$ cat config.mk
export PLATFORM = sky130hd
export DESIGN_NAME = instruktions_dekodier_puffer_flat
export DESIGN_NICKNAME = d
export VERILOG_FILES = /design/src/rtl/hans_isa_pkg.sv /design/src/rtl/instruktions_dekodier_puffer_if.sv /design/src/rtl/befehls_fifo.sv /design/src/rtl/instruktions_dekodier_puffer.sv /design/src/flat_wrapper.sv
export SDC_FILE = /design/constraint.sdc
export NUM_CORES = 1
export LEC_CHECK = 0
export ABC_AREA = 1
export BUFFER_PORTS_ARGS = -buffer_cell sky130_fd_sc_hd__clkbuf_2
export CORE_MARGIN = 5
export CORE_UTILIZATION = 60
export DETAILED_ROUTE_END_ITERATION = 16
export PLACE_DENSITY_LB_ADDON = 0.05
export SYNTH_ARGS = -nofsm -noshare
export SYNTH_HDL_FRONTEND = slang
export SYNTH_SLANG_ARGS = --single-unit
$ cat constraint.sdc
create_clock -name Takt -period 6.8 [get_ports Takt]
set_input_delay 1.02 -clock Takt [delete_from_list [all_inputs] [get_ports Takt]]
set_output_delay 1.02 -clock Takt [all_outputs]
set_load 0.01 [all_outputs]
$ cat src/rtl/hans_isa_pkg.sv
// Hans core ISA definitions: opcodes, format fields, decode bundle and the
// purely combinational instruction decoder shared by the decode stage.
package hans_isa_pkg;

  localparam logic [5:0] OP_LOAD   = 6'b111000;
  localparam logic [5:0] OP_LOADS  = 6'b111001;
  localparam logic [5:0] OP_STORE  = 6'b111010;
  localparam logic [5:0] OP_STORES = 6'b111011;
  localparam logic [5:0] OP_JREG   = 6'b111100;
  localparam logic [5:0] OP_BEZ    = 6'b111101;
  localparam logic [5:0] OP_BNEZ   = 6'b111110;
  localparam logic [5:0] OP_JAL    = 6'b111111;
  localparam logic [5:0] OP_JMP    = 6'b010000;
  localparam logic [5:0] OP_ADDIS  = 6'b110000;

  localparam logic [1:0] FMT_REGISTER = 2'b00;
  localparam logic [1:0] FMT_SPRUNG   = 2'b01;
  localparam logic [1:0] KAT_FLOAT    = 2'b10;

  typedef enum logic {BEREIT, GESPERRT} steuerZustandT;

  // Register indices are 6 bit: bit 5 selects the float bank.
  typedef struct packed {
    logic [5:0]  quell1;
    logic [5:0]  quell2;
    logic [5:0]  ziel;
    logic [31:0] iDaten;
    logic        immAktiv;
    logic [5:0]  funktion;
    logic        jal;
    logic        relativ;
    logic        absolut;
    logic        load;
    logic        store;
    logic        unbedingt;
    logic        bedingt;
    logic        bedingung;
  } dekodBuendelT;

  function automatic dekodBuendelT dekodiere(input logic [31:0] wort);
    dekodBuendelT b;
    logic [5:0] opc;
    logic [4:0] z;
    logic regF, sprF, immF, floatReg;
    opc      = wort[31:26];
    z        = wort[25:21];
    regF     = (wort[31:30] == FMT_REGISTER);
    sprF     = (wort[31:30] == FMT_SPRUNG);
    immF     = wort[31];
    floatReg = regF && (wort[5:4] == KAT_FLOAT);
    b        = '0;

    b.quell1 = {floatReg, wort[20:16]};
    if (opc == OP_STORE)       b.quell2 = {1'b0, z};
    else if (opc == OP_STORES) b.quell2 = {1'b1, z};
    else                       b.quell2 = {floatReg, wort[15:11]};

    // Float ops with float op >= 8 write an integer register (compares, moves).
    if (opc == OP_LOADS || opc == OP_STORES || (floatReg && !wort[3])) b.ziel = {1'b1, z};
    else if (regF || immF)                                            b.ziel = {1'b0, z};

    if (sprF)                 b.iDaten = {6'b0, wort[25:0]};
    else if (opc == OP_ADDIS) b.iDaten = {wort[15:0], 16'h0000};
    else if (immF)            b.iDaten = {{16{wort[15]}}, wort[15:0]};

    // IDaten carries an operand for every non-register format.
    b.immAktiv = sprF | immF;

    if (regF)                                             b.funktion = wort[5:0];
    else if (opc == OP_ADDIS || sprF || opc[5:3] == 3'b111) b.funktion = '0;
    else                                                  b.funktion = {1'b0, opc[4:0]};

    b.jal       = (opc == OP_JAL);
    b.relativ   = (opc == OP_JAL) || (opc == OP_JMP) || (opc == OP_BEZ) || (opc == OP_BNEZ);
    b.absolut   = (opc == OP_JREG);
    b.load      = (opc == OP_LOAD) || (opc == OP_LOADS);
    b.store     = (opc == OP_STORE) || (opc == OP_STORES);
    b.unbedingt = (opc == OP_JREG) || (opc == OP_JAL) || (opc == OP_JMP);
    b.bedingt   = (opc == OP_BEZ) || (opc == OP_BNEZ);
    b.bedingung = (opc == OP_BEZ);
    return b;
  endfunction

  function automatic logic istSprung(input dekodBuendelT b);
    return b.unbedingt | b.bedingt;
  endfunction

endpackage

$ cat src/rtl/instruktions_dekodier_puffer_if.sv
// Fetch-side and issue-side handshakes of the decode stage.
interface instruktions_dekodier_puffer_if #(
  parameter int ADRESS_BREITE = 32,
  parameter int REG_BREITE    = 6
);
  logic                     EingangGueltig;
  logic                     EingangBereit;
  logic [31:0]              Instruktion;
  logic [ADRESS_BREITE-1:0] BefehlsAdresse;
  logic                     AusgangGueltig;
  logic                     AusgangBereit;
  logic                     Leeren;
  logic                     Fortsetzen;
  logic [REG_BREITE-1:0]    QuellRegister1;
  logic [REG_BREITE-1:0]    QuellRegister2;
  logic [REG_BREITE-1:0]    ZielRegister;
  logic [31:0]              IDaten;
  logic                     ImmediateAktiv;
  logic [5:0]               FunktionsCode;
  logic                     JALBefehl;
  logic                     RelativerSprung;
  logic                     AbsoluterSprung;
  logic                     LoadBefehl;
  logic                     StoreBefehl;
  logic                     UnbedingterSprungBefehl;
  logic                     BedingterSprungBefehl;
  logic                     Sprungbedingung;
  logic [ADRESS_BREITE-1:0] AusgangAdresse;

  // Decode stage side.
  modport slave (
    input  EingangGueltig, Instruktion, BefehlsAdresse, AusgangBereit, Leeren, Fortsetzen,
    output EingangBereit, AusgangGueltig, QuellRegister1, QuellRegister2, ZielRegister,
           IDaten, ImmediateAktiv, FunktionsCode, JALBefehl, RelativerSprung,
           AbsoluterSprung, LoadBefehl, StoreBefehl, UnbedingterSprungBefehl,
           BedingterSprungBefehl, Sprungbedingung, AusgangAdresse
  );

  // Fetch / execute side.
  modport master (
    output EingangGueltig, Instruktion, BefehlsAdresse, AusgangBereit, Leeren, Fortsetzen,
    input  EingangBereit, AusgangGueltig, QuellRegister1, QuellRegister2, ZielRegister,
           IDaten, ImmediateAktiv, FunktionsCode, JALBefehl, RelativerSprung,
           AbsoluterSprung, LoadBefehl, StoreBefehl, UnbedingterSprungBefehl,
           BedingterSprungBefehl, Sprungbedingung, AusgangAdresse
  );
endinterface

$ cat src/rtl/befehls_fifo.sv
// Instruction FIFO: power-of-two depth, wrapping pointers, occupancy count,
// synchronous flush. Callers never write when full or read when empty.
module befehls_fifo #(
  parameter int TIEFE  = 4,
  parameter int BREITE = 64
) (
  input  logic                  Takt,
  input  logic                  Reset,
  input  logic                  Leeren,
  input  logic                  Schreiben,
  input  logic                  Lesen,
  input  logic [BREITE-1:0]     SchreibDaten,
  output logic [BREITE-1:0]     LeseDaten,
  output logic [$clog2(TIEFE):0] Anzahl
);
  localparam int ZB = $clog2(TIEFE);
  localparam int AB = ZB + 1;

  logic [BREITE-1:0] speicher [TIEFE];
  logic [ZB-1:0]     schreibZeiger;
  logic [ZB-1:0]     leseZeiger;

  assign LeseDaten = speicher[leseZeiger];

  // Pointer and occupancy bookkeeping; pointers wrap naturally at TIEFE.
  // NOTE: sequential state uses non-blocking assignments so every flop samples pre-edge values.
  always_ff @(posedge Takt or posedge Reset) begin
    if (Reset) begin
      schreibZeiger <= '0;
      leseZeiger    <= '0;
      Anzahl        <= '0;
    end else if (Leeren) begin
      schreibZeiger <= '0;
      leseZeiger    <= '0;
      Anzahl        <= '0;
    end else begin
      if (Schreiben) schreibZeiger <= schreibZeiger + ZB'(1);
      if (Lesen)     leseZeiger    <= leseZeiger + ZB'(1);
      case ({Schreiben, Lesen})
        2'b10:   Anzahl <= Anzahl + AB'(1);
        2'b01:   Anzahl <= Anzahl - AB'(1);
        default: Anzahl <= Anzahl;
      endcase
    end
  end

  // Entry storage.
  // NOTE: the array is deliberately not reset; pointers and count alone decide which entries are live.
  always_ff @(posedge Takt) begin
    if (Schreiben) speicher[schreibZeiger] <= SchreibDaten;
  end

endmodule

$ cat src/rtl/instruktions_dekodier_puffer.sv
// Hans decode stage: instruction FIFO, issue FSM with optional post-jump
// lock, and the registered decode bundle presented downstream.
module instruktions_dekodier_puffer
  import hans_isa_pkg::*;
#(
  parameter int TIEFE         = 4,
  parameter int ADRESS_BREITE = 32,
  parameter int REG_BREITE    = 6,
  parameter bit SPRUNG_SPERRE = 1'b1
) (
  input logic Takt,
  input logic Reset,
  instruktions_dekodier_puffer_if.slave bus
);
  localparam int EINTRAG_BREITE = 32 + ADRESS_BREITE;
  localparam int ANZ_BREITE     = $clog2(TIEFE) + 1;

  logic [ANZ_BREITE-1:0]     anzahl;
  logic [EINTRAG_BREITE-1:0] kopfEintrag;
  logic                      fifoVoll, fifoLeer, schreiben, ausgeben;
  dekodBuendelT              kopfBuendel, ausgabeBuendel;
  logic [ADRESS_BREITE-1:0]  ausgabeAdresse;
  logic                      ausgabeGueltig;
  steuerZustandT             zustand, folgeZustand;

  assign fifoVoll    = (anzahl == ANZ_BREITE'(TIEFE));
  assign fifoLeer    = (anzahl == '0);
  // A flush drops whatever is offered in the same cycle.
  assign schreiben   = bus.EingangGueltig && !fifoVoll && !bus.Leeren;
  assign kopfBuendel = dekodiere(kopfEintrag[EINTRAG_BREITE-1 -: 32]);

  befehls_fifo #(
    .TIEFE  (TIEFE),
    .BREITE (EINTRAG_BREITE)
  ) u_fifo (
    .Takt         (Takt),
    .Reset        (Reset),
    .Leeren       (bus.Leeren),
    .Schreiben    (schreiben),
    .Lesen        (ausgeben),
    .SchreibDaten ({bus.Instruktion, bus.BefehlsAdresse}),
    .LeseDaten    (kopfEintrag),
    .Anzahl       (anzahl)
  );

  // Issue FSM state register.
  always_ff @(posedge Takt or posedge Reset) begin
    if (Reset) zustand <= BEREIT;
    else       zustand <= folgeZustand;
  end

  // Next state: lock after an issued jump, release on Fortsetzen, flush wins.
  // NOTE: every always_comb output gets a default first so no latch is inferred.
  always_comb begin
    folgeZustand = zustand;
    if (bus.Leeren) begin
      folgeZustand = BEREIT;
    end else begin
      case (zustand)
        BEREIT:   if (ausgeben && SPRUNG_SPERRE && istSprung(kopfBuendel)) folgeZustand = GESPERRT;
        GESPERRT: if (bus.Fortsetzen) folgeZustand = BEREIT;
        default:  folgeZustand = BEREIT;
      endcase
    end
  end

  // Issue when unlocked, a word is queued and the output slot is free or draining.
  always_comb begin
    ausgeben = 1'b0;
    if (zustand == BEREIT && !fifoLeer && !bus.Leeren && (!ausgabeGueltig || bus.AusgangBereit))
      ausgeben = 1'b1;
  end

  // Decode output register; holds while downstream stalls.
  always_ff @(posedge Takt or posedge Reset) begin
    if (Reset) begin
      ausgabeGueltig <= 1'b0;
      ausgabeBuendel <= '0;
      ausgabeAdresse <= '0;
    end else if (bus.Leeren) begin
      ausgabeGueltig <= 1'b0;
    end else if (ausgeben) begin
      ausgabeGueltig <= 1'b1;
      ausgabeBuendel <= kopfBuendel;
      ausgabeAdresse <= kopfEintrag[ADRESS_BREITE-1:0];
    end else if (bus.AusgangBereit) begin
      ausgabeGueltig <= 1'b0;
    end
  end

  assign bus.EingangBereit           = !fifoVoll;
  assign bus.AusgangGueltig          = ausgabeGueltig;
  assign bus.QuellRegister1          = REG_BREITE'(ausgabeBuendel.quell1);
  assign bus.QuellRegister2          = REG_BREITE'(ausgabeBuendel.quell2);
  assign bus.ZielRegister            = REG_BREITE'(ausgabeBuendel.ziel);
  assign bus.IDaten                  = ausgabeBuendel.iDaten;
  assign bus.ImmediateAktiv          = ausgabeBuendel.immAktiv;
  assign bus.FunktionsCode           = ausgabeBuendel.funktion;
  assign bus.JALBefehl               = ausgabeBuendel.jal;
  assign bus.RelativerSprung         = ausgabeBuendel.relativ;
  assign bus.AbsoluterSprung         = ausgabeBuendel.absolut;
  assign bus.LoadBefehl              = ausgabeBuendel.load;
  assign bus.StoreBefehl             = ausgabeBuendel.store;
  assign bus.UnbedingterSprungBefehl = ausgabeBuendel.unbedingt;
  assign bus.BedingterSprungBefehl   = ausgabeBuendel.bedingt;
  assign bus.Sprungbedingung         = ausgabeBuendel.bedingung;
  assign bus.AusgangAdresse          = ausgabeAdresse;

endmodule

$ cat src/flat_wrapper.sv
// flat-port wrapper written by rule: the top's interface ports become plain ports
module instruktions_dekodier_puffer_flat import hans_isa_pkg::*;
#(
  parameter int TIEFE         = 4,
  parameter int ADRESS_BREITE = 32,
  parameter int REG_BREITE    = 6,
  parameter bit SPRUNG_SPERRE = 1'b1
)
  (Takt, Reset, bus_EingangGueltig, bus_Instruktion, bus_BefehlsAdresse, bus_AusgangBereit, bus_Leeren, bus_Fortsetzen, bus_EingangBereit, bus_AusgangGueltig, bus_QuellRegister1, bus_QuellRegister2, bus_ZielRegister, bus_IDaten, bus_ImmediateAktiv, bus_FunktionsCode, bus_JALBefehl, bus_RelativerSprung, bus_AbsoluterSprung, bus_LoadBefehl, bus_StoreBefehl, bus_UnbedingterSprungBefehl, bus_BedingterSprungBefehl, bus_Sprungbedingung, bus_AusgangAdresse);
  instruktions_dekodier_puffer_if #(.ADRESS_BREITE(ADRESS_BREITE), .REG_BREITE(REG_BREITE)) bus_i ();
  input logic Takt;
  input logic Reset;
  input wire logic [$bits(bus_i.EingangGueltig)-1:0] bus_EingangGueltig;
  input wire logic [$bits(bus_i.Instruktion)-1:0] bus_Instruktion;
  input wire logic [$bits(bus_i.BefehlsAdresse)-1:0] bus_BefehlsAdresse;
  input wire logic [$bits(bus_i.AusgangBereit)-1:0] bus_AusgangBereit;
  input wire logic [$bits(bus_i.Leeren)-1:0] bus_Leeren;
  input wire logic [$bits(bus_i.Fortsetzen)-1:0] bus_Fortsetzen;
  output wire logic [$bits(bus_i.EingangBereit)-1:0] bus_EingangBereit;
  output wire logic [$bits(bus_i.AusgangGueltig)-1:0] bus_AusgangGueltig;
  output wire logic [$bits(bus_i.QuellRegister1)-1:0] bus_QuellRegister1;
  output wire logic [$bits(bus_i.QuellRegister2)-1:0] bus_QuellRegister2;
  output wire logic [$bits(bus_i.ZielRegister)-1:0] bus_ZielRegister;
  output wire logic [$bits(bus_i.IDaten)-1:0] bus_IDaten;
  output wire logic [$bits(bus_i.ImmediateAktiv)-1:0] bus_ImmediateAktiv;
  output wire logic [$bits(bus_i.FunktionsCode)-1:0] bus_FunktionsCode;
  output wire logic [$bits(bus_i.JALBefehl)-1:0] bus_JALBefehl;
  output wire logic [$bits(bus_i.RelativerSprung)-1:0] bus_RelativerSprung;
  output wire logic [$bits(bus_i.AbsoluterSprung)-1:0] bus_AbsoluterSprung;
  output wire logic [$bits(bus_i.LoadBefehl)-1:0] bus_LoadBefehl;
  output wire logic [$bits(bus_i.StoreBefehl)-1:0] bus_StoreBefehl;
  output wire logic [$bits(bus_i.UnbedingterSprungBefehl)-1:0] bus_UnbedingterSprungBefehl;
  output wire logic [$bits(bus_i.BedingterSprungBefehl)-1:0] bus_BedingterSprungBefehl;
  output wire logic [$bits(bus_i.Sprungbedingung)-1:0] bus_Sprungbedingung;
  output wire logic [$bits(bus_i.AusgangAdresse)-1:0] bus_AusgangAdresse;
  assign bus_i.EingangGueltig = bus_EingangGueltig;
  assign bus_i.Instruktion = bus_Instruktion;
  assign bus_i.BefehlsAdresse = bus_BefehlsAdresse;
  assign bus_i.AusgangBereit = bus_AusgangBereit;
  assign bus_i.Leeren = bus_Leeren;
  assign bus_i.Fortsetzen = bus_Fortsetzen;
  assign bus_EingangBereit = bus_i.EingangBereit;
  assign bus_AusgangGueltig = bus_i.AusgangGueltig;
  assign bus_QuellRegister1 = bus_i.QuellRegister1;
  assign bus_QuellRegister2 = bus_i.QuellRegister2;
  assign bus_ZielRegister = bus_i.ZielRegister;
  assign bus_IDaten = bus_i.IDaten;
  assign bus_ImmediateAktiv = bus_i.ImmediateAktiv;
  assign bus_FunktionsCode = bus_i.FunktionsCode;
  assign bus_JALBefehl = bus_i.JALBefehl;
  assign bus_RelativerSprung = bus_i.RelativerSprung;
  assign bus_AbsoluterSprung = bus_i.AbsoluterSprung;
  assign bus_LoadBefehl = bus_i.LoadBefehl;
  assign bus_StoreBefehl = bus_i.StoreBefehl;
  assign bus_UnbedingterSprungBefehl = bus_i.UnbedingterSprungBefehl;
  assign bus_BedingterSprungBefehl = bus_i.BedingterSprungBefehl;
  assign bus_Sprungbedingung = bus_i.Sprungbedingung;
  assign bus_AusgangAdresse = bus_i.AusgangAdresse;
  instruktions_dekodier_puffer #(.TIEFE(TIEFE), .ADRESS_BREITE(ADRESS_BREITE), .REG_BREITE(REG_BREITE), .SPRUNG_SPERRE(SPRUNG_SPERRE)) u_core (.Takt(Takt), .Reset(Reset), .bus(bus_i));
endmodule
## Yosys cells after proc, flatten, opt, wreduce, memory -nomap -nowiden

Memory sizes are Yosys's and may differ from the RTL's.
Cells that the tools add are included.

- Register bits after elaboration: 106
- Bits in writable memories: 256
- Output and inout bits: 99
- Memories: 1

- $add $sub $neg: 4
- Eq/ne operators: 16
- Mux-type cells: 25
- Bitwise gates (word level): 4
- Reduce and logical (&&, ||, !) cells: 34

Memory list:

| name | depth | bits a word | read ports | clocked after Yosys merged registers in | wr ports | RTL line | text |
|---|---|---|---|---|---|---|---|
| u_core.u_fifo.speicher | 4 | 64 | 1 | 0 | 1 | befehls_fifo.sv:19 | `logic [BREITE-1:0] speicher [TIEFE];` |

Operator list:

| operator | number |
|---|---|
| two-way mux 32 bit | 3 |
| equality test 6 bit (second input constant) | 9 |
| two-way mux 6 bit | 4 |
| logical OR 1 bit | 14 |
| two-way mux 5 bit | 2 |
| two-way mux 1 bit | 9 |
| logical AND 1 bit | 8 |
| two-way mux 2 bit | 4 |
| equality test 3 bit (second input constant) | 2 |
| equality test 6 x 5 -> 1 bit (second input constant) | 1 |
| one-hot mux 3 bit (2 select lines) | 1 |
| nonzero test 3 bit | 2 |
| zero test 1 bit | 5 |
| adder 2 x 1 -> 2 bit (second input constant) | 2 |
| equality test 2 x 1 -> 1 bit (second input constant) | 2 |
| equality test 2 bit (second input constant) | 2 |
| nonzero test 2 bit | 2 |
| adder 3 x 1 -> 3 bit (second input constant) | 1 |
| zero test 3 bit | 1 |
| two-way mux 3 bit | 1 |
| subtractor 3 x 1 -> 3 bit (second input constant) | 1 |
| zero test 2 bit | 1 |
| NOT 1 bit | 2 |
| OR 1 bit | 2 |
| other kinds (2) | 2 |

## Depth between registers and ports, before layout

Gate-level depths: netlist of the first run.

- Word-level depth: 10
- Gate-level depth with buffers: 13
- Depth with buffers taken out: 12

## Hierarchy

A second synthesis of the first run with hierarchy kept.

- Cell total of the unflattened synthesis: 1203
- Area total of the unflattened synthesis: 14201.1 um^2

By module, submodules not included:

| module | times used | cells each | area each (um^2) |
|---|---|---|---|
| befehls_fifo | 1 | 680 | 9919.5 |
| instruktions_dekodier_puffer | 1 | 523 | 4281.6 |

## Worst setup path before layout of the first run

No wires, ideal clock.

- Path kind: input-to-reg
- Start: in bus_Leeren
- End: mem u_core.u_fifo.speicher[0][0], enable pin
- Arrival time: 4022 ps
- Required time: 6313 ps
- Path slack: 2292 ps
- Cell stages on the path: 3
- Cells stage by stage: clkinv_1 -> nand3_1 -> nor2_1

- Word-level cells in the longest chain between the ends: 4

RTL lines:

| what | RTL line | text |
|---|---|---|
| start: declaration | flat_wrapper.sv:17 | `input wire logic [$bits(bus_i.Leeren)-1:0] bus_Leeren;` |
| zero test 1 bit | instruktions_dekodier_puffer.sv:29 | `assign schreiben = bus.EingangGueltig && !fifoVoll && !bus.Leeren;` |
| logical AND 1 bit | instruktions_dekodier_puffer.sv:29 |  |
| two-way mux 1 bit | befehls_fifo.sv:50 | `if (Schreiben) speicher[schreibZeiger] <= SchreibDaten;` |
| two-way mux 1 bit (not written as such) | befehls_fifo.sv:50 |  |
| end: declaration | befehls_fifo.sv:19 |  |

Every way passes these cells.

## Final worst setup path of the first run

- Start: reg u_core.u_fifo.leseZeiger[0]
- End: reg u_core.ausgabeBuendel (netlist bit u_core.bus.IDaten[14])

- Word-level cells in the longest chain between the ends: 4

RTL lines:

| what | RTL line | text |
|---|---|---|
| start: declaration | befehls_fifo.sv:21 | `logic [ZB-1:0] leseZeiger;` |
| start signal: assignment | befehls_fifo.sv:38 | `if (Lesen) leseZeiger <= leseZeiger + ZB'(1);` |
| memory read (4 x 64 bit) (*) | n/a |  |
| equality test 6 bit / two-way mux 32 bit (equally long branches) | hans_isa_pkg.sv:63, hans_isa_pkg.sv:64 |  |
| two-way mux 32 bit | hans_isa_pkg.sv:63 | `else if (opc == OP_ADDIS) b.iDaten = {wort[15:0], 16'h0000};` |
| two-way mux 32 bit (*) | hans_isa_pkg.sv:62 | `if (sprF) b.iDaten = {6'b0, wort[25:0]};` |
| end signal: assignment | instruktions_dekodier_puffer.sv:84 | `ausgabeBuendel <= kopfBuendel;` |
| end: declaration | instruktions_dekodier_puffer.sv:21 | `dekodBuendelT kopfBuendel, ausgabeBuendel;` |

Mark *: on every way between the ends. The rest lies on a longest branch, timed or not.
A chain may end at the register's enable or synchronous reset.

==> impl_table.tex, run 1 <==
\begin{tabular}{lr}
\hline
Metric & Value \\
\hline
\multicolumn{2}{l}{\textbf{Logic synthesis}} \\
\quad Compound-cell area share of the yosys netlist & 0.0813 \\
\quad Synthesized Nets & approximately 1.3k \\
\quad Sequential cell area fraction in the yosys report & 0.724 \\
\quad Fraction of post-synthesis cell area in the top cell type by area & 0.539 \\
\quad Number of enable flip-flop cells after synthesis & 256 \\
\quad Commonest cells in the synthesized netlist & 363 x sky130\_fd\_sc\_hd\_\_nand2\_1, 256 x sky130\_fd\_sc\_hd\_\_edfxtp\_1, 114 x sky130\_fd\_sc\_hd\_\_o21ai\_0 \\
\quad Multiplexer fraction of the synthesized cell area & 0 \\
\quad Syn\_area\_per\_cell & 11.6 sq um \\
\quad Top cells by area in the synthesized netlist & sky130\_fd\_sc\_hd\_\_edfxtp\_1 54\%, sky130\_fd\_sc\_hd\_\_dfrtp\_1 19\%, sky130\_fd\_sc\_hd\_\_nand2\_1 9.5\%, sky130\_fd\_sc\_hd\_\_o21ai\_0 4.0\%, sky130\_fd\_sc\_hd\_\_nor2\_1 3.0\% \\
\quad Share of flip-flops with an asynchronous set or reset after synthesis & 0.293 \\
\quad Commonest register cell after synthesis & sky130\_fd\_sc\_hd\_\_edfxtp\_1 \\
\quad Top cell type by total area after synthesis & sky130\_fd\_sc\_hd\_\_edfxtp\_1 \\
\quad Share of synthesized cell area in full adder, half adder and majority cells & 0.00491 \\
\quad Number of distinct standard cells referenced by the synthesized netlist & 38 \\
\quad Most repeated cell in the gate-level netlist after synthesis & sky130\_fd\_sc\_hd\_\_nand2\_1 \\
\quad Dominant combinational cell family by area after synthesis & simple AND/OR/NAND/NOR gates \\
\quad Yosys reg bits & between 300 and 400 \\
\quad Post-Synthesis Cells & $\sim$1.2k \\
\quad Cell area after technology mapping & between 10,000 and 15,000 sq um \\
\quad Synth warnings & 0 \\
\quad Post-synthesis share of cell area spent on and, or, nand and nor gates & 0.157 \\
\quad Area share of xor/xnor cells in the synthesized design & 0.00123 \\
\multicolumn{2}{l}{\textbf{STA}} \\
\quad Slew at the pin closest to its max-slew limit & $\sim$1.1 ns \\
\quad Setup total negative slack & 0 ns \\
\quad Peak clock frequency supported by timing & approximately 300 MHz \\
\quad Post-route clock skew & roughly 0.015 ns \\
\quad Worst slew margin relative to its limit & 0.263 \\
\quad Final Critical Period & approximately 3.3 ns \\
\quad Fin crit share & 0.493 \\
\quad Hold violation count in the final report & 0 \\
\quad Setup repair after global routing missed its margin & false \\
\quad Max-slew violation count & 0 \\
\quad Setup violation total in the final timing report & 0 \\
\multicolumn{2}{l}{\textbf{Cells and area}} \\
\quad Count of inserted antenna diode cells & 0 \\
\quad Final Net Count & approximately 1.5k \\
\quad Area added between synthesis and finish & 15.4\% \\
\quad Fraction of final layout cells with drive strength greater than 1 & 0.191 \\
\quad Final standard cell utilization of the core & 0.702 \\
\quad Layout fillers & $\sim$1.8k \\
\multicolumn{2}{l}{\textbf{Critical path}} \\
\quad Worst setup SP type & flop \\
\quad Max FO, Critical Path & just under 90 \\
\quad CP Capture Type & flop \\
\quad Required time worst endpoint & between 7 and 8 ns \\
\quad Arrival time at the worst endpoint & about 3.7 ns \\
\quad Setup CP Type & flop to flop \\
\multicolumn{2}{l}{\textbf{Die}} \\
\quad Core box area & approximately 23,000 sq um \\
\quad Starting utilization of the core area & 0.608 \\
\quad Floorplan die area & 27,000 sq um \\
\quad Ports placed on the boundary & $\sim$170 \\
\quad Horizontal extent of the die & between 150 and 200 microns \\
\quad Chip Height & about 160 microns \\
\quad Row cnt & 56 \\
\multicolumn{2}{l}{\textbf{CTS}} \\
\quad Insertion delay of the later-clocked pin in the worst-skew pair & $\sim$0.5 ns \\
\quad TritonCTS clock tree & yes \\
\quad Count of H-tree levels built during CTS & 2 \\
\quad Clock Sink Count & around 360 \\
\quad Buffers inserted during post-CTS setup optimization & 0 \\
\quad Post-CTS Hold Fix Bufs & 0 \\
\quad Clock Tree Root & sky130\_fd\_sc\_hd\_\_clkbuf\_16 \\
\quad Number of gates resized after CTS & 0 \\
\quad Largest buffer count on any clock path & 3 \\
\quad Number of buffers added by the clock tree synthesis step & 37 \\
\quad Clock-pin transition on the worst setup and hold timing paths & $\sim$0.060 ns \\
\multicolumn{2}{l}{\textbf{Route}} \\
\quad Number of detailed-routing iterations run before antenna repair & 5 \\
\quad Routed length per instance & 18.0 microns \\
\quad Via count & about 9.4k \\
\quad DRC errors left & 0 \\
\quad Final Routed Wirelength & slightly above 30 mm \\
\quad Detail-routed via count per cell & $\sim$5.4 \\
\quad Number of nets with antenna violations after routing & 0 \\
\quad Starting DRT DRC Count & around 770 \\
\multicolumn{2}{l}{\textbf{Global route}} \\
\quad Total grt overflow & 0 \\
\quad Global-route wire length before repair & 49.3 mm \\
\quad All-Layer GR Usage & 0.234 \\
\quad Pin count of the biggest net entering global routing & 90 \\
\quad Number of global-route vias before repair & a little over 9k \\
\quad Number of antenna violations at the first check in global routing & 4 \\
\multicolumn{2}{l}{\textbf{Placement}} \\
\quad Port buffer count & 168 \\
\quad Final RePlAce weighted congestion & a little over 0.8 \\
\quad DP HPWL & around 18 mm \\
\multicolumn{2}{l}{\textbf{Power}} \\
\quad Highest ir drop seen on vdd & roughly 0.00025 V \\
\quad Power per Cell Area & approximately 430 nW/um\^{}2 \\
\quad Leakage component of the power & 6.94 nW \\
\multicolumn{2}{l}{\textbf{Worst hold path}} \\
\quad Class of the tightest hold or removal check & flop to flop \\
\multicolumn{2}{l}{\textbf{Run status}} \\
\quad Status & complete, no violations \\
\multicolumn{2}{l}{\textbf{Job}} \\
\quad Max-capacitance violation count & 0 \\
\hline
\end{tabular}
[path summary, 6_finish.rpt]
path / from / to / slack [ns] / cells after the start
min reg2reg: u_core.bus.AusgangAdresse[2]$_DFFE_PP0P_ / u_core.bus.AusgangAdresse[2]$_DFFE_PP0P_ / 0.48 / 2
max in group asynchronous: Reset / u_core.bus.AusgangAdresse[26]$_DFFE_PP0P_ / 4.95 / 3
max: u_core.u_fifo.leseZeiger[0]$_DFFE_PP0P_ / u_core.bus.IDaten[14]$_DFFE_PP0P_ / 3.45 / 10
min: u_core.bus.AusgangAdresse[2]$_DFFE_PP0P_ / u_core.bus.AusgangAdresse[2]$_DFFE_PP0P_ / 0.48 / 2
max reg2reg: u_core.u_fifo.leseZeiger[0]$_DFFE_PP0P_ / u_core.bus.IDaten[14]$_DFFE_PP0P_ / 3.45 / 10
min in group asynchronous: Reset / u_core.u_fifo.Anzahl[1]$_DFFE_PP0P_ / 0.51 / 2
[placed cells by master, fill, tap and decap left out, types with 4 or more instances in the layout]
cell	count
sky130_fd_sc_hd__a21oi_1	10
sky130_fd_sc_hd__nor2_4	7
sky130_fd_sc_hd__clkinv_2	10
sky130_fd_sc_hd__clkbuf_2	168
sky130_fd_sc_hd__inv_1	24
sky130_fd_sc_hd__ha_1	4
sky130_fd_sc_hd__a32o_1	5
sky130_fd_sc_hd__clkbuf_1	10
sky130_fd_sc_hd__o22ai_1	47
sky130_fd_sc_hd__buf_4	11
sky130_fd_sc_hd__o21ai_1	5
sky130_fd_sc_hd__nor2_1	108
sky130_fd_sc_hd__dfrtp_1	104
sky130_fd_sc_hd__clkbuf_16	39
sky130_fd_sc_hd__nand4_1	5
sky130_fd_sc_hd__clkbuf_8	5
sky130_fd_sc_hd__o21ai_0	114
sky130_fd_sc_hd__nand3_1	63
sky130_fd_sc_hd__o21ai_2	10
sky130_fd_sc_hd__nand2_1	363
sky130_fd_sc_hd__edfxtp_1	256
[power by group]
group          internal [W]  switching [W]  total [W]
clock               0.00112       0.000785    0.00190
sequential          0.00275       0.000215    0.00296
combinational      0.000727        0.00157    0.00229
[stage by stage]
stage / setup WS [ns] / hold slack [ns] / std cells / power [W] / instance area [sq um]
after global routing: 3.15 / 0.494 / 1725 / 0.00764 / 16500
after floorplan: 2.29 / 0.481 / 1227 / 0.00457 / 14300
after detailed placement: 3.13 / 0.465 / 1658 / 0.00530 / 15300
after global placement: 3.17 / 0.462 / 1658 / 0.00525 / 15300
final: 3.45 / 0.478 / 1725 / 0.00716 / 16500
after CTS: 3.44 / 0.482 / 1725 / 0.00721 / 16500
[critical path: stages, from the launching register on]
cell and delay (ns):
sky130_fd_sc_hd__dfrtp_4 0.72, sky130_fd_sc_hd__buf_4 0.78, sky130_fd_sc_hd__nand2_1 0.11, sky130_fd_sc_hd__nand3_1 0.12
sky130_fd_sc_hd__nand2_1 0.15, sky130_fd_sc_hd__inv_1 0.16, sky130_fd_sc_hd__nand2_1 0.08, sky130_fd_sc_hd__inv_2 0.24
sky130_fd_sc_hd__nand2_4 0.18, sky130_fd_sc_hd__nand2_1 0.47, sky130_fd_sc_hd__o21ai_0 0.16
[cell families after synthesis]
family | after synthesis
adder cells (fa/ha/maj) | 5
AND/OR/NAND/NOR | 558
flip-flops | 362
XOR/XNOR | 2
AO/OA/AOI/OAI | 202
buffers and inverters | 98
[per-layer routing]
layer	track usage	up-vias	wire, microns
met5	0	-	40
met4	0.0560	8	562
met3	0.0474	47	2180
met2	0.385	290	14700
met1	0.326	4491	13500
li1	-	4548	-
[sequential cells by signal, summed over array words and instances (netlist names), 2 cells and up]
| name | count |
|---|---|
| u_core.bus.AusgangAdresse | 32 |
| u_core.bus.FunktionsCode | 6 |
| u_core.bus.IDaten | 32 |
| u_core.bus.QuellRegister1 | 6 |
| u_core.bus.QuellRegister2 | 6 |
| u_core.bus.ZielRegister | 6 |
| u_core.u_fifo.Anzahl | 3 |
| u_core.u_fifo.leseZeiger | 2 |
| u_core.u_fifo.schreibZeiger | 2 |
| u_core.u_fifo.speicher | 256 |
[area by class of cell]
cell class / instances / area, sq um / area share
Multi-Input combinational cell: 767 / 3530 / 0.214
Clock inverter: 11 / 57.6 / 0.00349
Sequential cell: 362 / 10300 / 0.628
Clock buffer: 56 / 1100 / 0.0666
Tap cell: 319 / 399 / 0.0242
Timing Repair Buffer: 179 / 923 / 0.0561
Inverter: 31 / 123 / 0.00744
Note: power is estimated with default switching activity, not from simulation.
==> run 2, diff against run 1 <==
--- a/config.mk
+++ b/config.mk
@@ -8,7 +8,7 @@
 export ABC_AREA = 1
 export BUFFER_PORTS_ARGS = -buffer_cell sky130_fd_sc_hd__clkbuf_2
 export CORE_MARGIN = 5
-export CORE_UTILIZATION = 60
+export CORE_UTILIZATION = 58
 export DETAILED_ROUTE_END_ITERATION = 16
 export PLACE_DENSITY_LB_ADDON = 0.05
 export SYNTH_ARGS = -nofsm -noshare
==> constraint.sdc (replaced) <==
create_clock -name Takt -period 3.21 [get_ports Takt]
set_input_delay 0.4815 -clock Takt [delete_from_list [all_inputs] [get_ports Takt]]
set_output_delay 0.4815 -clock Takt [all_outputs]
set_load 0.01 [all_outputs]
==> impl_table.tex, run 2 (synthesis gave the netlist of run 1 again) <==
\begin{tabular}{lr}
\hline
Metric & Value \\
\hline
\multicolumn{2}{l}{\textbf{Run status}} \\
\quad Status & complete, no violations \\
\multicolumn{2}{l}{\textbf{Power}} \\
\quad Highest ir drop seen on vdd & approximately 0.00056 V \\
\quad Power per Cell Area & 925 nW/um\^{}2 \\
\quad Total power & roughly 0.015 W \\
\quad Leakage component of the power & 6.99 nW \\
\multicolumn{2}{l}{\textbf{Route}} \\
\quad Detail-routed via count per cell & roughly 5.4 \\
\quad DRC errors left & 0 \\
\quad Starting DRT DRC Count & between 800 and 900 \\
\quad Final Routed Wirelength & about 32 mm \\
\quad Via count & between 9k and 10k \\
\quad Number of nets with antenna violations after routing & 0 \\
\quad Number of detailed-routing iterations run before antenna repair & 5 \\
\quad Routed length per instance & approximately 18 microns \\
\multicolumn{2}{l}{\textbf{Critical path}} \\
\quad Required time worst endpoint & between 3 and 4 ns \\
\quad Launching point of the worst reg2reg path & u\_core.u\_fifo.leseZeiger[0]\$\_DFFE\_PP0P\_ \\
\quad Launch point of the worst path & u\_core.u\_fifo.leseZeiger[0]\$\_DFFE\_PP0P\_ \\
\quad Arrival time at the worst endpoint & around 3.1 ns \\
\quad Worst reg2reg path endpoint & u\_core.bus.IDaten[14]\$\_DFFE\_PP0P\_ \\
\quad Max FO, Critical Path & about 130 \\
\quad CP Capture Type & flop \\
\quad Setup CP Type & flop to flop \\
\quad Worst reg-to-reg path cell count & 10 \\
\quad Endpoint of the most critical setup path & u\_core.bus.IDaten[14]\$\_DFFE\_PP0P\_ \\
\quad Worst setup SP type & flop \\
\quad Reg-to-reg setup timing slack & around 0.52 ns \\
\multicolumn{2}{l}{\textbf{Global route}} \\
\quad Number of global-route vias before repair & just over 9k \\
\quad Pin count of the biggest net entering global routing & 128 \\
\quad Number of antenna violations at the first check in global routing & 2 \\
\quad Global-route wire length before repair & between 50 and 60 mm \\
\quad All-Layer GR Usage & 0.225 \\
\quad Total grt overflow & 0 \\
\multicolumn{2}{l}{\textbf{Die}} \\
\quad Core box area & approximately 24,000 sq um \\
\quad Horizontal extent of the die & roughly 170 microns \\
\quad Ports placed on the boundary & between 150 and 200 \\
\quad Starting utilization of the core area & 0.589 \\
\quad Chip Height & roughly 170 microns \\
\quad Row cnt & 57 \\
\quad Floorplan die area & roughly 28,000 sq um \\
\multicolumn{2}{l}{\textbf{Job}} \\
\quad Max-capacitance violation count & 0 \\
\multicolumn{2}{l}{\textbf{Placement}} \\
\quad DP HPWL & $\sim$18 mm \\
\quad DP Worst Slack & 0.516 ns \\
\quad Port buffer count & $\sim$170 \\
\quad Final RePlAce weighted congestion & slightly above 0.8 \\
\quad Number of instances in the placed design & 1,670 \\
\multicolumn{2}{l}{\textbf{CTS}} \\
\quad Buffers inserted during post-CTS setup optimization & 0 \\
\quad Largest buffer count on any clock path & 3 \\
\quad Number of gates resized after CTS & 0 \\
\quad Clock-pin transition on the worst setup and hold timing paths & roughly 0.06 ns \\
\quad Clock Sink Count & between 300 and 400 \\
\quad Insertion delay of the later-clocked pin in the worst-skew pair & 0.52 ns \\
\quad TritonCTS clock tree & yes \\
\quad Count of H-tree levels built during CTS & 2 \\
\quad Number of buffers added by the clock tree synthesis step & 37 \\
\quad Clock Tree Root & sky130\_fd\_sc\_hd\_\_clkbuf\_16 \\
\quad Post-CTS Hold Fix Bufs & 0 \\
\multicolumn{2}{l}{\textbf{Cells and area}} \\
\quad Final standard cell count with taps included and fillers excluded & roughly 1.7k \\
\quad Commonest cells after routing, fill and taps aside & 363 x sky130\_fd\_sc\_hd\_\_nand2\_1, 256 x sky130\_fd\_sc\_hd\_\_edfxtp\_1, 168 x sky130\_fd\_sc\_hd\_\_clkbuf\_2 \\
\quad Final Net Count & between 1k and 1.5k \\
\quad Flip-flop count of the largest register after layout & $\sim$260 \\
\quad Total area of multi-input combinational cells & roughly 3500 sq um \\
\quad Area added between synthesis and finish & 16.6\% \\
\quad Fraction of final layout cells with drive strength greater than 1 & 0.193 \\
\quad Most flops, register & u\_core.u\_fifo.speicher \\
\quad Most common library cell in the layout ignoring fill and taps & sky130\_fd\_sc\_hd\_\_nand2\_1 \\
\quad FF/Latch Area & 10,300 sq um \\
\quad Layout fillers & around 1.8k \\
\multicolumn{2}{l}{\textbf{STA}} \\
\quad Setup violation total in the final timing report & 0 \\
\quad Hold slack final & roughly 0.12 ns \\
\quad Post-route clock skew & between 0.01 and 0.015 ns \\
\quad Setup repair after global routing missed its margin & false \\
\quad Fin crit share & 0.838 \\
\quad Final Critical Period & roughly 2.7 ns \\
\quad Final setup margin & a little over 0.5 ns \\
\quad Worst slew margin relative to its limit & 0.528 \\
\quad Max-slew violation count & 0 \\
\quad Peak clock frequency supported by timing & around 370 MHz \\
\quad Hold violation count in the final report & 0 \\
\quad Slew at the pin closest to its max-slew limit & approximately 0.7 ns \\
\multicolumn{2}{l}{\textbf{Worst hold path}} \\
\quad Class of the tightest hold or removal check & input port to async pin \\
\hline
\end{tabular}
==> run 2: routing by layer <==
metal / track usage / vias to the layer above / part of all wire
li1: - / 4573 / -
met1: 0.306 / 4491 / 0.43
met2: 0.363 / 303 / 0.47
met3: 0.0500 / 61 / 0.066
met4: 0.0776 / 2 / 0.029
met5: 0 / - / 0.00035
==> run 2: stage by stage <==
stage	instance area (sq um)	TNS [ns]	util
floorplan	14300	-194.81	-
global placement	15500	0	0.637
detailed placement	15500	0	0.637
CTS	16600	0	0.686
global route	16600	0	0.686
finish	16600	0	0.686
==> run 2: worst min path at each step <==
stage	startpoint	to	slack, ns	cells past startpoint
2_1_floorplan	u_core.zustand$_DFF_PP0_	u_core.zustand$_DFF_PP0_	0.48	3
3_3_place_gp	u_core.bus.UnbedingterSprungBefehl$_DFFE_PP0P_	u_core.bus.UnbedingterSprungBefehl$_DFFE_PP0P_	0.46	1
3_5_place_dp	u_core.bus.AusgangAdresse[25]$_DFFE_PP0P_	u_core.bus.AusgangAdresse[25]$_DFFE_PP0P_	0.46	2
4_1_cts	Reset	u_core.bus.UnbedingterSprungBefehl$_DFFE_PP0P_	0.15	3
5_1_grt	bus_BefehlsAdresse[30]	u_core.u_fifo.speicher[1][30]$_DFFE_PP_	0.15	1
6_report	Reset	u_core.u_fifo.Anzahl[2]$_DFFE_PP0P_	0.12	3
==> run 2: area by class of cell <==
cell class | instances | share of cell area
Sequential cell | 362 | 0.622
Multi-Input combinational cell | 767 | 0.212
Tap cell | 324 | 0.0244
Timing Repair Buffer | 186 | 0.0632
Clock inverter | 15 | 0.0105
Antenna cell | 1 | 0.000150
Inverter | 31 | 0.00744
Clock buffer | 52 | 0.0608
==> run 2: worst max-delay path, stage by stage, from the launching register on <==
cell                      delay (ns)
sky130_fd_sc_hd__dfrtp_4        0.46
sky130_fd_sc_hd__buf_12         0.43
sky130_fd_sc_hd__nand2_1        0.10
sky130_fd_sc_hd__nand3_1        0.11
sky130_fd_sc_hd__nand2_1        0.13
sky130_fd_sc_hd__inv_1          0.15
sky130_fd_sc_hd__nand2_1        0.08
sky130_fd_sc_hd__inv_2          0.23
sky130_fd_sc_hd__nand2_4        0.18
sky130_fd_sc_hd__nand2_1        0.49
sky130_fd_sc_hd__o21ai_0        0.17
==> run 2: where the power goes <==
group	total [W]	switching [W]	internal [W]
combinational	0.00502	0.00340	0.00161
sequential	0.00621	0.000389	0.00582
clock	0.00418	0.00171	0.00246
total	0.0154	0.00551	0.00989
==> run 3, diff against run 2 <==
--- a/config.mk
+++ b/config.mk
@@ -5,10 +5,10 @@
 export SDC_FILE = /design/constraint.sdc
 export NUM_CORES = 1
 export LEC_CHECK = 0
-export ABC_AREA = 1
+export ABC_AREA = 0
 export BUFFER_PORTS_ARGS = -buffer_cell sky130_fd_sc_hd__clkbuf_2
 export CORE_MARGIN = 5
-export CORE_UTILIZATION = 58
+export CORE_UTILIZATION = 52
 export DETAILED_ROUTE_END_ITERATION = 16
 export PLACE_DENSITY_LB_ADDON = 0.05
 export SYNTH_ARGS = -nofsm -noshare
==> constraint.sdc (replaced) <==
create_clock -name Takt -period 2.2 [get_ports Takt]
set_input_delay 0.33 -clock Takt [delete_from_list [all_inputs] [get_ports Takt]]
set_output_delay 0.33 -clock Takt [all_outputs]
set_load 0.01 [all_outputs]
==> impl_table.tex, run 3 <==
\begin{tabular}{lr}
\hline
Metric & Value \\
\hline
\multicolumn{2}{l}{\textbf{STA}} \\
\quad Hold slack final & -0.0215 ns \\
\quad Setup repair after global routing missed its margin & true \\
\quad Final Critical Period & 2.29 ns \\
\quad Post-route clock skew & around 0.015 ns \\
\quad Setup violation total in the final timing report & 34 \\
\quad Final setup margin & -0.0946 ns \\
\quad Slew at the pin closest to its max-slew limit & roughly 0.61 ns \\
\quad Worst slew margin relative to its limit & 0.597 \\
\quad Peak clock frequency supported by timing & $\sim$440 MHz \\
\quad Max-slew violation count & 0 \\
\quad Hold violation count in the final report & 12 \\
\quad Fin crit share & 1.04 \\
\multicolumn{2}{l}{\textbf{Job}} \\
\quad Max-capacitance violation count & 0 \\
\multicolumn{2}{l}{\textbf{Cells and area}} \\
\quad Most flops, register & u\_core.u\_fifo.speicher \\
\quad Commonest cells after routing, fill and taps aside & 256 x sky130\_fd\_sc\_hd\_\_edfxtp\_1, 168 x sky130\_fd\_sc\_hd\_\_clkbuf\_2, 128 x sky130\_fd\_sc\_hd\_\_nand2\_1 \\
\quad Fraction of final layout cells with drive strength greater than 1 & 0.395 \\
\quad Layout fillers & roughly 1.9k \\
\quad Final standard cell utilization of the core & 0.648 \\
\quad Flip-flop count of the largest register after layout & $\sim$260 \\
\quad Count of inserted antenna diode cells & 0 \\
\quad Area added between synthesis and finish & 23.1\% \\
\quad Most common library cell in the layout ignoring fill and taps & sky130\_fd\_sc\_hd\_\_edfxtp\_1 \\
\quad Final Net Count & approximately 1.1k \\
\multicolumn{2}{l}{\textbf{Placement}} \\
\quad Final RePlAce weighted congestion & roughly 0.80 \\
\quad DP HPWL & just under 20 mm \\
\quad Port buffer count & 168 \\
\multicolumn{2}{l}{\textbf{Die}} \\
\quad Row cnt & roughly 60 \\
\quad Core box area & between 20,000 and 30,000 sq um \\
\quad Starting utilization of the core area & 0.526 \\
\quad Floorplan die area & 29,600 sq um \\
\quad Ports placed on the boundary & 169 \\
\quad Chip Height & roughly 170 microns \\
\quad Horizontal extent of the die & $\sim$170 microns \\
\multicolumn{2}{l}{\textbf{CTS}} \\
\quad TritonCTS clock tree & yes \\
\quad Count of H-tree levels built during CTS & 2 \\
\quad Largest buffer count on any clock path & 3 \\
\quad Clock Tree Root & sky130\_fd\_sc\_hd\_\_clkbuf\_16 \\
\quad Clock Sink Count & between 300 and 400 \\
\quad Number of buffers added by the clock tree synthesis step & 38 \\
\quad Clock-pin transition on the worst setup and hold timing paths & about 0.06 ns \\
\quad Post-CTS Hold Fix Bufs & 0 \\
\quad Insertion delay of the later-clocked pin in the worst-skew pair & 0.52 ns \\
\multicolumn{2}{l}{\textbf{Critical path}} \\
\quad Arrival time at the worst endpoint & between 2 and 3 ns \\
\quad Cell with the biggest individual delay on the critical path & sky130\_fd\_sc\_hd\_\_or4\_4 \\
\quad Worst setup SP type & flop \\
\quad Category of cells accounting for the largest share of critical-path delay & simple AND/OR/NAND/NOR gates \\
\quad Crit path largest cell delay & 0.58 ns \\
\quad Launching point of the worst reg2reg path & u\_core.u\_fifo.leseZeiger[0]\$\_DFFE\_PP0P\_ \\
\quad Worst reg-to-reg path cell count & 6 \\
\quad Setup CP Type & flop to flop \\
\quad Worst reg2reg path endpoint & u\_core.bus.IDaten[8]\$\_DFFE\_PP0P\_ \\
\quad Crit path buf inv count & 1 \\
\quad Required time worst endpoint & $\sim$2.6 ns \\
\quad Reg-to-reg setup timing slack & -0.09 ns \\
\quad Max FO, Critical Path & 16 \\
\quad Crit-path cells & mux4\_2 > or4\_4 > nor2\_8 > nor3\_2 > buf\_12 > a22o\_1 \\
\quad Crit path depth & 6 \\
\quad CP Capture Type & flop \\
\multicolumn{2}{l}{\textbf{Global route}} \\
\quad Number of global-route vias before repair & about 8.1k \\
\quad Pin count of the biggest net entering global routing & between 100 and 150 \\
\quad All-Layer GR Usage & 0.207 \\
\quad Total grt overflow & 0 \\
\quad Number of antenna violations at the first check in global routing & 1 \\
\quad Global-route wire length before repair & 46.9 mm \\
\multicolumn{2}{l}{\textbf{Logic synthesis}} \\
\quad Sequential cell area fraction in the yosys report & 0.756 \\
\quad Most repeated cell in the gate-level netlist after synthesis & sky130\_fd\_sc\_hd\_\_edfxtp\_1 \\
\quad Share of flip-flops with an asynchronous set or reset after synthesis & 0.293 \\
\quad Number of distinct standard cells referenced by the synthesized netlist & 46 \\
\quad Top cell type by total area after synthesis & sky130\_fd\_sc\_hd\_\_edfxtp\_1 \\
\quad Fraction of post-synthesis cell area in the top cell type by area & 0.562 \\
\quad Commonest cells in the synthesized netlist & 256 x sky130\_fd\_sc\_hd\_\_edfxtp\_1, 135 x sky130\_fd\_sc\_hd\_\_nand2\_1, 106 x sky130\_fd\_sc\_hd\_\_dfrtp\_1 \\
\quad Commonest register cell after synthesis & sky130\_fd\_sc\_hd\_\_edfxtp\_1 \\
\quad Yosys reg bits & around 360 \\
\quad Syn\_area\_per\_cell & around 18 sq um \\
\quad Post-Synthesis Cells & just under 800 \\
\quad Synthesized Nets & 856 \\
\quad Number of enable flip-flop cells after synthesis & roughly 260 \\
\quad Synth warnings & 0 \\
\quad Cell area after technology mapping & approximately 14,000 sq um \\
\quad Top cells by area in the synthesized netlist & sky130\_fd\_sc\_hd\_\_edfxtp\_1 56\%, sky130\_fd\_sc\_hd\_\_dfrtp\_1 19\%, sky130\_fd\_sc\_hd\_\_mux4\_2 11\%, sky130\_fd\_sc\_hd\_\_nand2\_1 3.7\%, sky130\_fd\_sc\_hd\_\_a22o\_1 1.5\% \\
\multicolumn{2}{l}{\textbf{Route}} \\
\quad Via count & 7,676 \\
\quad Starting DRT DRC Count & 557 \\
\quad Routed length per instance & 21.8 microns \\
\quad DRC errors left & 0 \\
\quad Number of nets with antenna violations after routing & 0 \\
\quad Number of detailed-routing iterations run before antenna repair & 5 \\
\quad Detail-routed via count per cell & 5.58 \\
\quad Final Routed Wirelength & around 30 mm \\
\multicolumn{2}{l}{\textbf{Worst hold path}} \\
\quad Class of the tightest hold or removal check & input port to async pin \\
\multicolumn{2}{l}{\textbf{Run status}} \\
\quad Status & finished, violations left \\
\quad Violated checks & negative hold slack, negative setup slack \\
\multicolumn{2}{l}{\textbf{Power}} \\
\quad Leakage component of the power & about 6.6 nW \\
\quad Power per Cell Area & between 1000 and 1500 nW/um\^{}2 \\
\quad Highest ir drop seen on vdd & just over 0.0008 V \\
\hline
\end{tabular}
## run 3: timing repair
item | CTS | global route
resized for setup | 5 | 15
pin swaps | 1 | 5
setup endpoints to repair | 35 | 59
buffers inserted | 1 | 6
gates cloned | 0 | 1
## run 3: final cells by class
cell class,instances,area (sq um),share of cell area
multi-input cells,369,3300,0.196
clock inverters,21,196,0.0117
inverters,13,52.6,0.00312
well taps,335,419,0.0249
repair buffers,227,1470,0.0871
clock buffers,49,1050,0.0626
flip-flops and latches,362,10300,0.615
## run 3: cells by family after synthesis
kind of cell / share of synthesized area
compound gates: 0.0460
xor+xnor: 0.00449
fa+ha+maj: 0.00513
simple gates: 0.0638
mux: 0.108
buf+inv: 0.0163
flops: 0.756
## run 3: metal layers
layer | part of all wire | global-route usage | wire length [microns]
met5 | 0.00043 | 0 | 13
met4 | 0.022 | 0.0516 | 646
met3 | 0.072 | 0.0444 | 2150
met2 | 0.49 | 0.341 | 14800
met1 | 0.41 | 0.287 | 12400
## run 3: where the power goes
group	leakage [nW]	total, W	internal, W	switching (W)
combinational	2.37	0.00602	0.00267	0.00335
clock	0.631	0.00628	0.00376	0.00252
sequential	3.64	0.00916	0.00849	0.000674
## run 3: tightest hold or removal path, delay by kind of cell
kind,cells,cell delay [ns]
buf+inv,3,0.62
## run 3: per-stage QoR
stage	TNS (ns)	area (sq um)	setup slack, ns	cells	power [W]
after floorplan	-49.11	13800	-0.239	781	0.0127
after global placement	-2.23	15400	-0.146	1298	0.0150
after detailed placement	-3.09	15400	-0.290	1298	0.0152
after CTS	-2.07	16700	-0.113	1369	0.0215
after global routing	-4.97	16800	-0.171	1376	0.0226
final	-2.25	16800	-0.0946	1376	0.0215
## run 3: how the worst max path moves through the flow
stage,to,startpoint
2_1_floorplan,u_core.u_fifo.speicher[0][0]$_DFFE_PP_,u_core.u_fifo.Anzahl[2]$_DFFE_PP0P_
3_3_place_gp,u_core.bus.IDaten[19]$_DFFE_PP0P_,u_core.u_fifo.leseZeiger[0]$_DFFE_PP0P_
3_5_place_dp,u_core.bus.IDaten[17]$_DFFE_PP0P_,u_core.u_fifo.leseZeiger[0]$_DFFE_PP0P_
4_1_cts,u_core.bus.IDaten[22]$_DFFE_PP0P_,u_core.u_fifo.leseZeiger[0]$_DFFE_PP0P_
5_1_grt,u_core.bus.IDaten[22]$_DFFE_PP0P_,u_core.u_fifo.leseZeiger[0]$_DFFE_PP0P_
6_report,u_core.bus.IDaten[8]$_DFFE_PP0P_,u_core.u_fifo.leseZeiger[0]$_DFFE_PP0P_
